`src/rtl/core_ifu_if.sv`:
```
// Shared types and bus interfaces for the instruction fetch unit.
//   core_ifu_pkg : PC/IR widths and the dispatch request/response packets.
//   ifetch_if    : fetch port. The master issues req_pc with req_vld/req_rdy and
//                  takes rsp_ir with rsp_vld/rsp_rdy. Responses come back in request order.
//   iexec_if     : dispatch port. The master offers req_pkt with req_vld/req_rdy.
//                  The slave returns rsp_pkt {taken, offset} in the handshake cycle.
package core_ifu_pkg;
  localparam int unsigned RV_PC_SIZE = 32'd32;
  localparam int unsigned RV_IR_SIZE = 32'd32;

  typedef struct packed {
    logic [RV_IR_SIZE-1:0] ir;
    logic [RV_PC_SIZE-1:0] pc;
    logic                  valid;
  } iexec_req_t;

  typedef struct packed {
    logic                  taken;
    logic [RV_PC_SIZE-1:0] offset;
  } iexec_rsp_t;
endpackage

interface ifetch_if;
  logic                               req_vld;
  logic                               req_rdy;
  logic [core_ifu_pkg::RV_PC_SIZE-1:0] req_pc;
  logic                               rsp_vld;
  logic                               rsp_rdy;
  logic [core_ifu_pkg::RV_IR_SIZE-1:0] rsp_ir;

  modport master (output req_vld, req_pc, rsp_rdy, input req_rdy, rsp_vld, rsp_ir);
  modport slave  (input req_vld, req_pc, rsp_rdy, output req_rdy, rsp_vld, rsp_ir);
endinterface

interface iexec_if;
  logic                     req_vld;
  logic                     req_rdy;
  core_ifu_pkg::iexec_req_t req_pkt;
  core_ifu_pkg::iexec_rsp_t rsp_pkt;

  modport master (output req_vld, req_pkt, input req_rdy, rsp_pkt);
  modport slave  (input req_vld, req_pkt, output req_rdy, rsp_pkt);
endinterface

```
`src/rtl/core_ifu.sv`:
```
// core_ifu: instruction fetch unit between PC generation and execute.
// Fetches sequential instruction words into a DEPTH-entry in-order buffer and
// dispatches them to execute. A taken branch reported at dispatch flushes the
// buffer, redirects the PC, and discards every wrong-path response still in flight.
// Ports:
//   clk    : clock
//   rst    : asynchronous active-high reset
//   ifetch : ifetch_if.master - fetch requests out, instruction words back
//   iexec  : iexec_if.master  - {ir, pc, valid} out, {taken, offset} back
module core_ifu
  import core_ifu_pkg::*;
#(
  parameter logic [RV_PC_SIZE-1:0] RESET_PC = {RV_PC_SIZE{1'b0}},
  parameter int                    DEPTH    = 2
) (
  input  logic     clk,
  input  logic     rst,
  ifetch_if.master ifetch,
  iexec_if.master  iexec
);

  localparam int PW = $clog2(DEPTH);
  localparam int CW = PW + 1;
  localparam logic [RV_PC_SIZE-1:0] PC_STEP = {{(RV_PC_SIZE-3){1'b0}}, 3'd4};

  // Buffer storage and pointers
  logic [RV_PC_SIZE-1:0] ent_pc_r [DEPTH];
  logic [RV_IR_SIZE-1:0] ent_ir_r [DEPTH];
  logic [DEPTH-1:0]      ent_filled_r;
  logic [PW-1:0]         head_r;
  logic [PW-1:0]         tail_r;
  logic [CW-1:0]         occ_r;   // allocated entries
  logic [CW-1:0]         pend_r;  // allocated entries still waiting for their word
  logic [CW-1:0]         drop_r;  // wrong-path responses still to be discarded
  logic [RV_PC_SIZE-1:0] pc_r;

  logic                  fetch_vld_s;
  logic                  fetch_fire_s;
  logic                  rsp_drop_s;
  logic                  rsp_fill_s;
  logic                  pop_s;
  logic                  redirect_s;
  logic [PW-1:0]         fill_idx_s;
  logic [CW:0]           credit_s;
  logic [RV_PC_SIZE-1:0] target_s;
  logic [DEPTH-1:0]      filled_nxt_s;
  logic [PW-1:0]         head_nxt_s;
  logic [PW-1:0]         tail_nxt_s;
  logic [CW-1:0]         occ_nxt_s;
  logic [CW-1:0]         pend_nxt_s;
  logic [CW-1:0]         drop_nxt_s;
  logic [RV_PC_SIZE-1:0] pc_nxt_s;

  // Credit covers buffered entries plus responses that will be dropped, so a
  // response always finds a slot and rsp_rdy can stay high.
  assign credit_s     = {1'b0, occ_r} + {1'b0, drop_r};
  assign fetch_vld_s  = (credit_s < (CW+1)'(DEPTH)) && !rst;
  assign fetch_fire_s = fetch_vld_s && ifetch.req_rdy;
  assign rsp_drop_s   = ifetch.rsp_vld && (drop_r != {CW{1'b0}});
  assign rsp_fill_s   = ifetch.rsp_vld && (drop_r == {CW{1'b0}});
  assign pop_s        = ent_filled_r[head_r] && iexec.req_rdy;
  assign redirect_s   = pop_s && iexec.rsp_pkt.taken;
  // Unfilled entries are the youngest pend_r ones, so the oldest sits pend_r behind tail.
  assign fill_idx_s   = tail_r - pend_r[PW-1:0];
  assign target_s     = ent_pc_r[head_r] + iexec.rsp_pkt.offset;

  assign ifetch.req_vld = fetch_vld_s;
  assign ifetch.req_pc  = pc_r;
  assign ifetch.rsp_rdy = 1'b1;
  assign iexec.req_vld  = ent_filled_r[head_r];

  // Dispatch packet: head entry when filled, all-zero otherwise
  always_comb begin
    iexec.req_pkt = '0;
    if (ent_filled_r[head_r]) begin
      iexec.req_pkt.ir    = ent_ir_r[head_r];
      iexec.req_pkt.pc    = ent_pc_r[head_r];
      iexec.req_pkt.valid = 1'b1;
    end else begin
      iexec.req_pkt = '0;
    end
  end

  // Per-entry filled flags: flush clears all; otherwise pop/alloc clear, fill sets
  always_comb begin
    filled_nxt_s = ent_filled_r;
    for (int i = 0; i < DEPTH; i++) begin
      if (redirect_s) begin
        filled_nxt_s[i] = 1'b0;
      end else if (pop_s && (head_r == PW'(i))) begin
        filled_nxt_s[i] = 1'b0;
      end else if (fetch_fire_s && (tail_r == PW'(i))) begin
        filled_nxt_s[i] = 1'b0;
      end else if (rsp_fill_s && (fill_idx_s == PW'(i))) begin
        filled_nxt_s[i] = 1'b1;
      end else begin
        filled_nxt_s[i] = ent_filled_r[i];
      end
    end
  end

  // Pointer, counter and PC next-state, with the redirect taking priority
  always_comb begin
    tail_nxt_s = tail_r + PW'(fetch_fire_s);
    head_nxt_s = head_r;
    occ_nxt_s  = occ_r;
    pend_nxt_s = pend_r;
    drop_nxt_s = drop_r;
    pc_nxt_s   = pc_r;
    if (redirect_s) begin
      // Every unfilled entry and a same-cycle request become wrong-path
      // responses; a same-cycle fill already retired one of them.
      head_nxt_s = tail_nxt_s;
      occ_nxt_s  = {CW{1'b0}};
      pend_nxt_s = {CW{1'b0}};
      drop_nxt_s = drop_r - CW'(rsp_drop_s) + pend_r + CW'(fetch_fire_s) - CW'(rsp_fill_s);
      pc_nxt_s   = target_s;
    end else begin
      head_nxt_s = head_r + PW'(pop_s);
      occ_nxt_s  = occ_r + CW'(fetch_fire_s) - CW'(pop_s);
      pend_nxt_s = pend_r + CW'(fetch_fire_s) - CW'(rsp_fill_s);
      drop_nxt_s = drop_r - CW'(rsp_drop_s);
      if (fetch_fire_s) begin
        pc_nxt_s = pc_r + PC_STEP;
      end else begin
        pc_nxt_s = pc_r;
      end
    end
  end

  // State registers and buffer writes
  always_ff @(posedge clk or posedge rst) begin
    if (rst) begin
      for (int i = 0; i < DEPTH; i++) begin
        ent_pc_r[i] <= {RV_PC_SIZE{1'b0}};
        ent_ir_r[i] <= {RV_IR_SIZE{1'b0}};
      end
      ent_filled_r <= {DEPTH{1'b0}};
      head_r       <= {PW{1'b0}};
      tail_r       <= {PW{1'b0}};
      occ_r        <= {CW{1'b0}};
      pend_r       <= {CW{1'b0}};
      drop_r       <= {CW{1'b0}};
      pc_r         <= RESET_PC;
    end else begin
      if (fetch_fire_s) begin
        ent_pc_r[tail_r] <= pc_r;
      end
      if (rsp_fill_s) begin
        ent_ir_r[fill_idx_s] <= ifetch.rsp_ir;
      end
      ent_filled_r <= filled_nxt_s;
      head_r       <= head_nxt_s;
      tail_r       <= tail_nxt_s;
      occ_r        <= occ_nxt_s;
      pend_r       <= pend_nxt_s;
      drop_r       <= drop_nxt_s;
      pc_r         <= pc_nxt_s;
    end
  end

endmodule
```
`src/flat_wrapper.sv`:
```
// flat-port wrapper written by rule: the top's interface ports become plain ports
module core_ifu_flat import core_ifu_pkg::*;
#(
  parameter logic [RV_PC_SIZE-1:0] RESET_PC = {RV_PC_SIZE{1'b0}},
  parameter int                    DEPTH    = 2
)
  (clk, rst, ifetch_req_vld, ifetch_req_pc, ifetch_rsp_rdy, ifetch_req_rdy, ifetch_rsp_vld, ifetch_rsp_ir, iexec_req_vld, iexec_req_pkt, iexec_req_rdy, iexec_rsp_pkt);
  ifetch_if ifetch_i ();
  iexec_if iexec_i ();
  input  logic clk;
  input  logic rst;
  output wire logic [$bits(ifetch_i.req_vld)-1:0] ifetch_req_vld;
  output wire logic [$bits(ifetch_i.req_pc)-1:0] ifetch_req_pc;
  output wire logic [$bits(ifetch_i.rsp_rdy)-1:0] ifetch_rsp_rdy;
  input wire logic [$bits(ifetch_i.req_rdy)-1:0] ifetch_req_rdy;
  input wire logic [$bits(ifetch_i.rsp_vld)-1:0] ifetch_rsp_vld;
  input wire logic [$bits(ifetch_i.rsp_ir)-1:0] ifetch_rsp_ir;
  output wire logic [$bits(iexec_i.req_vld)-1:0] iexec_req_vld;
  output wire logic [$bits(iexec_i.req_pkt)-1:0] iexec_req_pkt;
  input wire logic [$bits(iexec_i.req_rdy)-1:0] iexec_req_rdy;
  input wire logic [$bits(iexec_i.rsp_pkt)-1:0] iexec_rsp_pkt;
  assign ifetch_req_vld = ifetch_i.req_vld;
  assign ifetch_req_pc = ifetch_i.req_pc;
  assign ifetch_rsp_rdy = ifetch_i.rsp_rdy;
  assign ifetch_i.req_rdy = ifetch_req_rdy;
  assign ifetch_i.rsp_vld = ifetch_rsp_vld;
  assign ifetch_i.rsp_ir = ifetch_rsp_ir;
  assign iexec_req_vld = iexec_i.req_vld;
  assign iexec_req_pkt = iexec_i.req_pkt;
  assign iexec_i.req_rdy = iexec_req_rdy;
  assign iexec_i.rsp_pkt = iexec_rsp_pkt;
  core_ifu #(.RESET_PC(RESET_PC), .DEPTH(DEPTH)) u_core (.clk(clk), .rst(rst), .ifetch(ifetch_i), .iexec(iexec_i));
endmodule
```
`config.mk`:
```
export PLATFORM = sky130hd
export DESIGN_NAME = core_ifu_flat
export DESIGN_NICKNAME = d
export VERILOG_FILES = /design/src/rtl/core_ifu_if.sv /design/src/rtl/core_ifu.sv /design/src/flat_wrapper.sv
export SDC_FILE = /design/constraint.sdc
export NUM_CORES = 1
export LEC_CHECK = 0
export ABC_AREA = 1
export BUFFER_PORTS_ARGS = -buffer_cell sky130_fd_sc_hd__buf_2
export CORE_MARGIN = 2
export CORE_UTILIZATION = 55
export CTS_CLUSTER_SIZE = 28
export DETAILED_ROUTE_END_ITERATION = 6
export PLACE_DENSITY = 0.77
export SETUP_SLACK_MARGIN = 0.15
export SLEW_MARGIN = 0
export SYNTH_ARGS = -nofsm -noshare
export SYNTH_HDL_FRONTEND = slang
export SYNTH_SLANG_ARGS = --single-unit
```
`constraint.sdc`:
```
create_clock -name clk -period 9.4 [get_ports clk]
set_clock_uncertainty 0.15 [all_clocks]
set_input_delay 1.88 -clock clk [delete_from_list [all_inputs] [get_ports clk]]
set_output_delay 1.88 -clock clk [all_outputs]
set_load 0.02 [all_outputs]
```
# Word level (Yosys, flattened, before mapping)
# Cells that the tools add are included.
[totals]
inputBits = 70
reg_bits = 170
word_cells = 88
[op_classes]
magnitude_cmp = 7
n_addsub = 14
reduce_logical = 20
n_mux = 29
bitwise_logic = 6
[ops]
columns = ["op", "count"]
rows = [
  ["32-bit 2-to-1 mux", 10],
  ["64-bit bitwise mux", 2],
  ["65-bit 2-to-1 mux", 1],
  ["32-bit demux with 1-bit select", 2],
  ["32-bit by 3-bit adder with 32-bit output (second input constant)", 1],
  ["32-bit adder", 1],
  ["1-bit logical AND", 14],
  ["1-bit 2-to-1 mux", 11],
  ["4-bit nonzero test", 2],
  ["2-bit by 1-bit subtractor with 2-bit output", 4],
  ["2-bit by 1-bit adder with 2-bit output", 3],
  ["2-bit greater-or-equal comparator (second input constant)", 3],
  ["2-bit 2-to-1 mux", 3],
  ["1-bit inverter with 2-bit output", 3],
  ["2-bit by 1-bit less-than comparator with 1-bit output (second input constant)", 2],
  ["2-bit nonzero test", 2],
  ["2-bit by 2-bit adder with 3-bit output", 1],
  ["3-bit by 2-bit less-than comparator with 1-bit output (second input constant)", 1],
  ["1-bit inverter", 3],
  ["1-bit adder", 2],
  ["2-bit adder", 1],
  ["2-bit zero test", 1],
  ["1-bit by 2-bit less-than comparator with 1-bit output (second input constant)", 1],
  ["1-bit zero test", 1],
  ["1-bit subtractor", 1],
]

# Longest topological paths before layout
[logic_depth]
depth_word = 8
depth_mapped = 20
mapped_depth_nobuf = 19

# Worst setup path before layout
# No wires, ideal clock.
[synth_timing]
kind = "input-to-output"
start = "input rst"
end = "output ifetch_req_vld"
stages = 1
t_arrival_ps = 2382
path_slack_ps = 4988
cell_sequence = "nor3_1"
[synth_via]
elab_chain_cells = 2
[synth_rtl]
columns = ["item", "line_no", "source"]
rows = [
  ["start, declared", "flat_wrapper.sv:11", "input logic rst;"],
  ["1-bit zero test", "core_ifu.sv:57", "assign fetch_vld_s = (credit_s < (CW+1)'(DEPTH)) && !rst;"],
  ["1-bit logical AND", "core_ifu.sv:57", ""],
  ["end, declared", "flat_wrapper.sv:12", "output wire logic [$bits(ifetch_i.req_vld)-1:0] ifetch_req_vld;"],
]
# No other way between the ends.

# Worst setup path after layout
[layout_timing]
start = "register u_core.head_r"
end = "output iexec_req_pkt[57]"
[layout_via]
elab_chain_cells = 5
word_cells_on_any_way = 7
classes_between = "6 x mux; 1 x bitwise"
[layout_rtl]
columns = ["item", "line_no", "source"]
rows = [
  ["start, declared", "core_ifu.sv:30", "logic [PW-1:0] head_r;"],
  ["start signal, assigned", "core_ifu.sv:139", "head_r <= {PW{1'b0}};"],
  ["start signal, assigned", "core_ifu.sv:153", "head_r <= head_nxt_s;"],
  ["1-bit inverter with 2-bit output (implied by the code)", "core_ifu.sv:76", "iexec.req_pkt.ir = ent_ir_r[head_r];"],
  ["32-bit 2-to-1 mux (implied by the code) (3 in series)", "core_ifu.sv:76", ""],
  ["65-bit 2-to-1 mux *", "core_ifu.sv:75", "if (ent_filled_r[head_r]) begin"],
  ["end, declared", "flat_wrapper.sv:19", "output wire logic [$bits(iexec_i.req_pkt)-1:0] iexec_req_pkt;"],
]
# Mark *: on every way between the ends. The rest lies on a longest branch, timed or not. The select of a mux whose other input is x is not followed.

==> results.md <==
* Tcrit/Tclk final at 56.1%
* GRT Total Usage at 29.9%
* Cell count after synthesis at 1731
* P&R area growth vs syn at 14.0%
* Reg2Reg Launch Point: u_core.drop_r[0]$_DFF_PP0_
* CP startpoint kind: flip-flop
* Grt ovf at 0
* Max-cap violations at 0
* Cts repair resizes at 0
* Clock sink count at 170
* Final Max Slew Viols at 0
* CTS tree: done
* WL per Instance at 14.9 um
* Hpwl dp at 23200 um
* DRC viols at 0
* # nets final at 1974
* Diodes inserted at 0
* Crit end category: primary output
* Peak Freq at 190 MHz
* Critical Path Slowest Stage Cell: o21ai_4
* Flop2flop setup slack at 5210 ps
* Yosys reg bits at 170
* Rel. slew slack at 24.6%
* Clock tree buffer depth at 2
* Die ar. at 21800 um2
* Data required time of the critical path at 7370 ps
* Critical Path AT at 3240 ps
* Mapped cell area at 11300 um2
* Hold slack at 318 ps
* Final setup viols at 0
* Final Hold Vio Count at 0
* Share of cells above drive strength 1 at 12.9%
* Post-synthesis cell type count at 44
* Vias per cell at 5.21
* Ys flop type: dfrtp_1
* Initial antenna violation count at 0
* First-pass GRT wire length at 51900 um
* Min Tclk post-route at 5270 ps
* YS warnings at 0
* Post-synth EDFFs at 0
* IO Pins at 170
* CP cell instances: o21ai_4 > inv_1 > nand2_1 > inv_1 > buf_2
* Die width at 148 um
* Vias at 11158
* Hold_buf cts at 0
* Worst Path Class, Setup: reg2out
* Status: complete, no violations
* Vias in the first global route at 10239
* Hold Crit Class: reg2reg
* H-tree depth at 4
* CORE AREA at 20200 um2
* DRT antenna net count at 0
* Drt total wl at 31900 um
* Worst-path clk slew at 70 ps
* Buf+Inv Stages, Crit Path at 3
* Avg Cell Area, Syn at 6.54 um2
* Critical Path Sink: iexec_req_pkt[57]
* Leakage power figure at 7.53 nW
* RSZ-0062 raised after global routing: no
* Reg2Reg Capture Point: u_core.ent_pc_r[58]$_DFFE_PP0P_
* Delay-heaviest family, CP: buffers and inverters
* Crit path from: u_core.head_r$_DFF_PP0_
* I/O Buffers at 168
* Syn Nets at 1846
* Die height at 148 um
* Largest net degree at the start of global routing at 88
* Initial core utilization at 56.0%
* Post-CTS Setup Inserts at 0
* Maximum VDD drop at 0.254 mV
* CP Depth at 5
* CP max stage delay at 950 ps
* Total power at 0.00519 W
* CTS Root Buffer Type: clkbuf_16
* Worst reg2reg path depth at 11
* Seq/Total Area, Yosys at 37.6%
* Worst Path Max Fanout at 34
* Least-Margin Pin Slew at 1130 ps
* First DRT Iteration DRCs at 924
* Num CTS Buffers at 17
* Crit path top cell by count: inv_1
* # rows at 52
* TNS Setup at 0 ps
* Worst-Skew Late Latency at 430 ps
* Async SR Flop Fraction at 100%
* Gpl congestion at 0.946
* First-pass DRT Iterations at 5
* Pwr dens at 402 nW/um2
==> state kept, by name, indices dropped and copies added, names as in the netlist <==
signal,cells
u_core.head_r,1
u_core.ent_ir_r,64
u_core.tail_r,1
u_core.ifetch.req_pc,32
u_core.occ_r,2
u_core.pend_r,2
u_core.ent_pc_r,64
u_core.drop_r,2
u_core.ent_filled_r,2
==> placed cells by master (no fill, tap or decap), types with 2 or more instances in the layout <==
cell / count
clkbuf_16: 17
nand2_1: 634
o21ai_0: 160
ha_1: 41
nor3_1: 17
nor3_2: 4
xor2_1: 18
o211ai_1: 2
nor2_1: 123
a21oi_1: 49
inv_6: 3
nor2_4: 5
nor2_2: 2
nand4_1: 10
or2_2: 4
bufinv_16: 4
clkinvlp_4: 2
o21bai_1: 3
clkinv_2: 3
a31oi_1: 5
xnor2_1: 5
inv_2: 5
fa_1: 3
nand3b_1: 7
buf_4: 5
nand2_2: 8
clkinv_1: 2
o21ai_1: 16
nand3_1: 61
inv_1: 295
buf_2: 168
dfrtp_1: 169
nor4_1: 2
clkinv_4: 3
nand3_2: 2
==> routing by layer <==
layer | track usage (%) | vias up | routed length, um
met1 | 41.3 | 5177 | 14200
met5 | 0 | - | 0
li1 | - | 5563 | -
met2 | 47.3 | 350 | 14700
met3 | 5.06 | 68 | 1850
met4 | 11.8 | 0 | 1190
==> tightest hold or removal path, stage by stage, from the launching register on <==
cell,delay (ps)
dfrtp_1,340
nand2_1,50
nand2_1,50
==> report_power, final <==
group | switching [W] | total (W) | internal, W
logic | 0.00208 | 0.00304 | 0.000959
clock network | 0.000305 | 0.000759 | 0.000453
registers | 0.000321 | 0.00140 | 0.00108
total | 0.00271 | 0.00519 | 0.00249
==> stage by stage <==
stage	utilization, %	cells	area (um2)	setup WS [ps]
3_3_place_gp	60.7	2110	12300	4470
3_5_place_dp	60.7	2110	12300	4340
5_1_grt	63.8	2142	12900	3900
2_1_floorplan	-	1731	11300	2770
6_report	63.8	2142	12900	4130
4_1_cts	63.8	2142	12900	4110
==> final cells by class <==
class | instances | area [um2]
Timing Repair Buffer | 173 | 878
Clock buffer | 18 | 439
Clock inverter | 14 | 194
Inverter | 303 | 1140
Fill cell | 1928 | 7320
Multi-Input combinational cell | 1194 | 5670
Tap cell | 270 | 338
Sequential cell | 170 | 4260
==> synthesized netlist by cell type (2+ instances only) <==
library cell,n,area (um2)
nand2_1,635,2380
inv_1,296,1110
dfrtp_1,170,4250
o21ai_0,160,801
nor2_1,123,462
nand3_1,61,305
a21oi_1,49,245
clkbuf_1,45,169
ha_1,42,526
xor2_1,18,158
nor3_1,17,85.1
o21ai_1,16,80.1
buf_2,11,55.1
nand4_1,10,62.6
nand2_2,7,43.8
nand3b_1,7,52.6
a31oi_1,5,31.3
buf_4,5,37.5
inv_2,5,18.8
nor2_4,5,56.3
xnor2_1,5,43.8
nor3_2,4,40.0
or2_2,4,25.0
fa_1,3,60.1
o21bai_1,3,22.5
buf_1,2,7.51
clkinv_1,2,7.51
nand3_2,2,20.0
nor2_2,2,12.5
nor4_1,2,12.5
o211ai_1,2,15.0
==> worst min path at each step <==
| stage | endpoint | depth (start not counted) | from | slack (ps) |
|---|---|---|---|---|
| 6_report | u_core.ent_pc_r[36]$_DFFE_PP0P_ | 2 | u_core.ent_pc_r[36]$_DFFE_PP0P_ | 320 |
| 5_1_grt | u_core.ent_pc_r[50]$_DFFE_PP0P_ | 2 | u_core.ent_pc_r[50]$_DFFE_PP0P_ | 350 |
| 4_1_cts | u_core.ent_pc_r[36]$_DFFE_PP0P_ | 2 | u_core.ent_pc_r[36]$_DFFE_PP0P_ | 320 |
| 3_5_place_dp | u_core.ent_pc_r[36]$_DFFE_PP0P_ | 2 | u_core.ent_pc_r[36]$_DFFE_PP0P_ | 300 |
| 3_3_place_gp | u_core.ent_pc_r[41]$_DFFE_PP0P_ | 2 | u_core.ent_pc_r[41]$_DFFE_PP0P_ | 300 |
| 2_1_floorplan | u_core.ent_pc_r[59]$_DFFE_PP0P_ | 2 | u_core.ent_pc_r[59]$_DFFE_PP0P_ | 290 |
==> cell families (layout without fill, tap and decap cells) <==
logic type | count (synthesis) | after routing | synth area share [%]
compound gates | 242 | 242 | 11.2
xor+xnor | 23 | 23 | 1.78
fa+ha+maj | 45 | 45 | 5.17
simple gates | 883 | 883 | 31.8
flops | 170 | 170 | 37.6
buf+inv | 367 | 508 | 12.5
other cells | 1 | 1 | 0.0331
No activity file was read; power rests on OpenSTA's default activity.
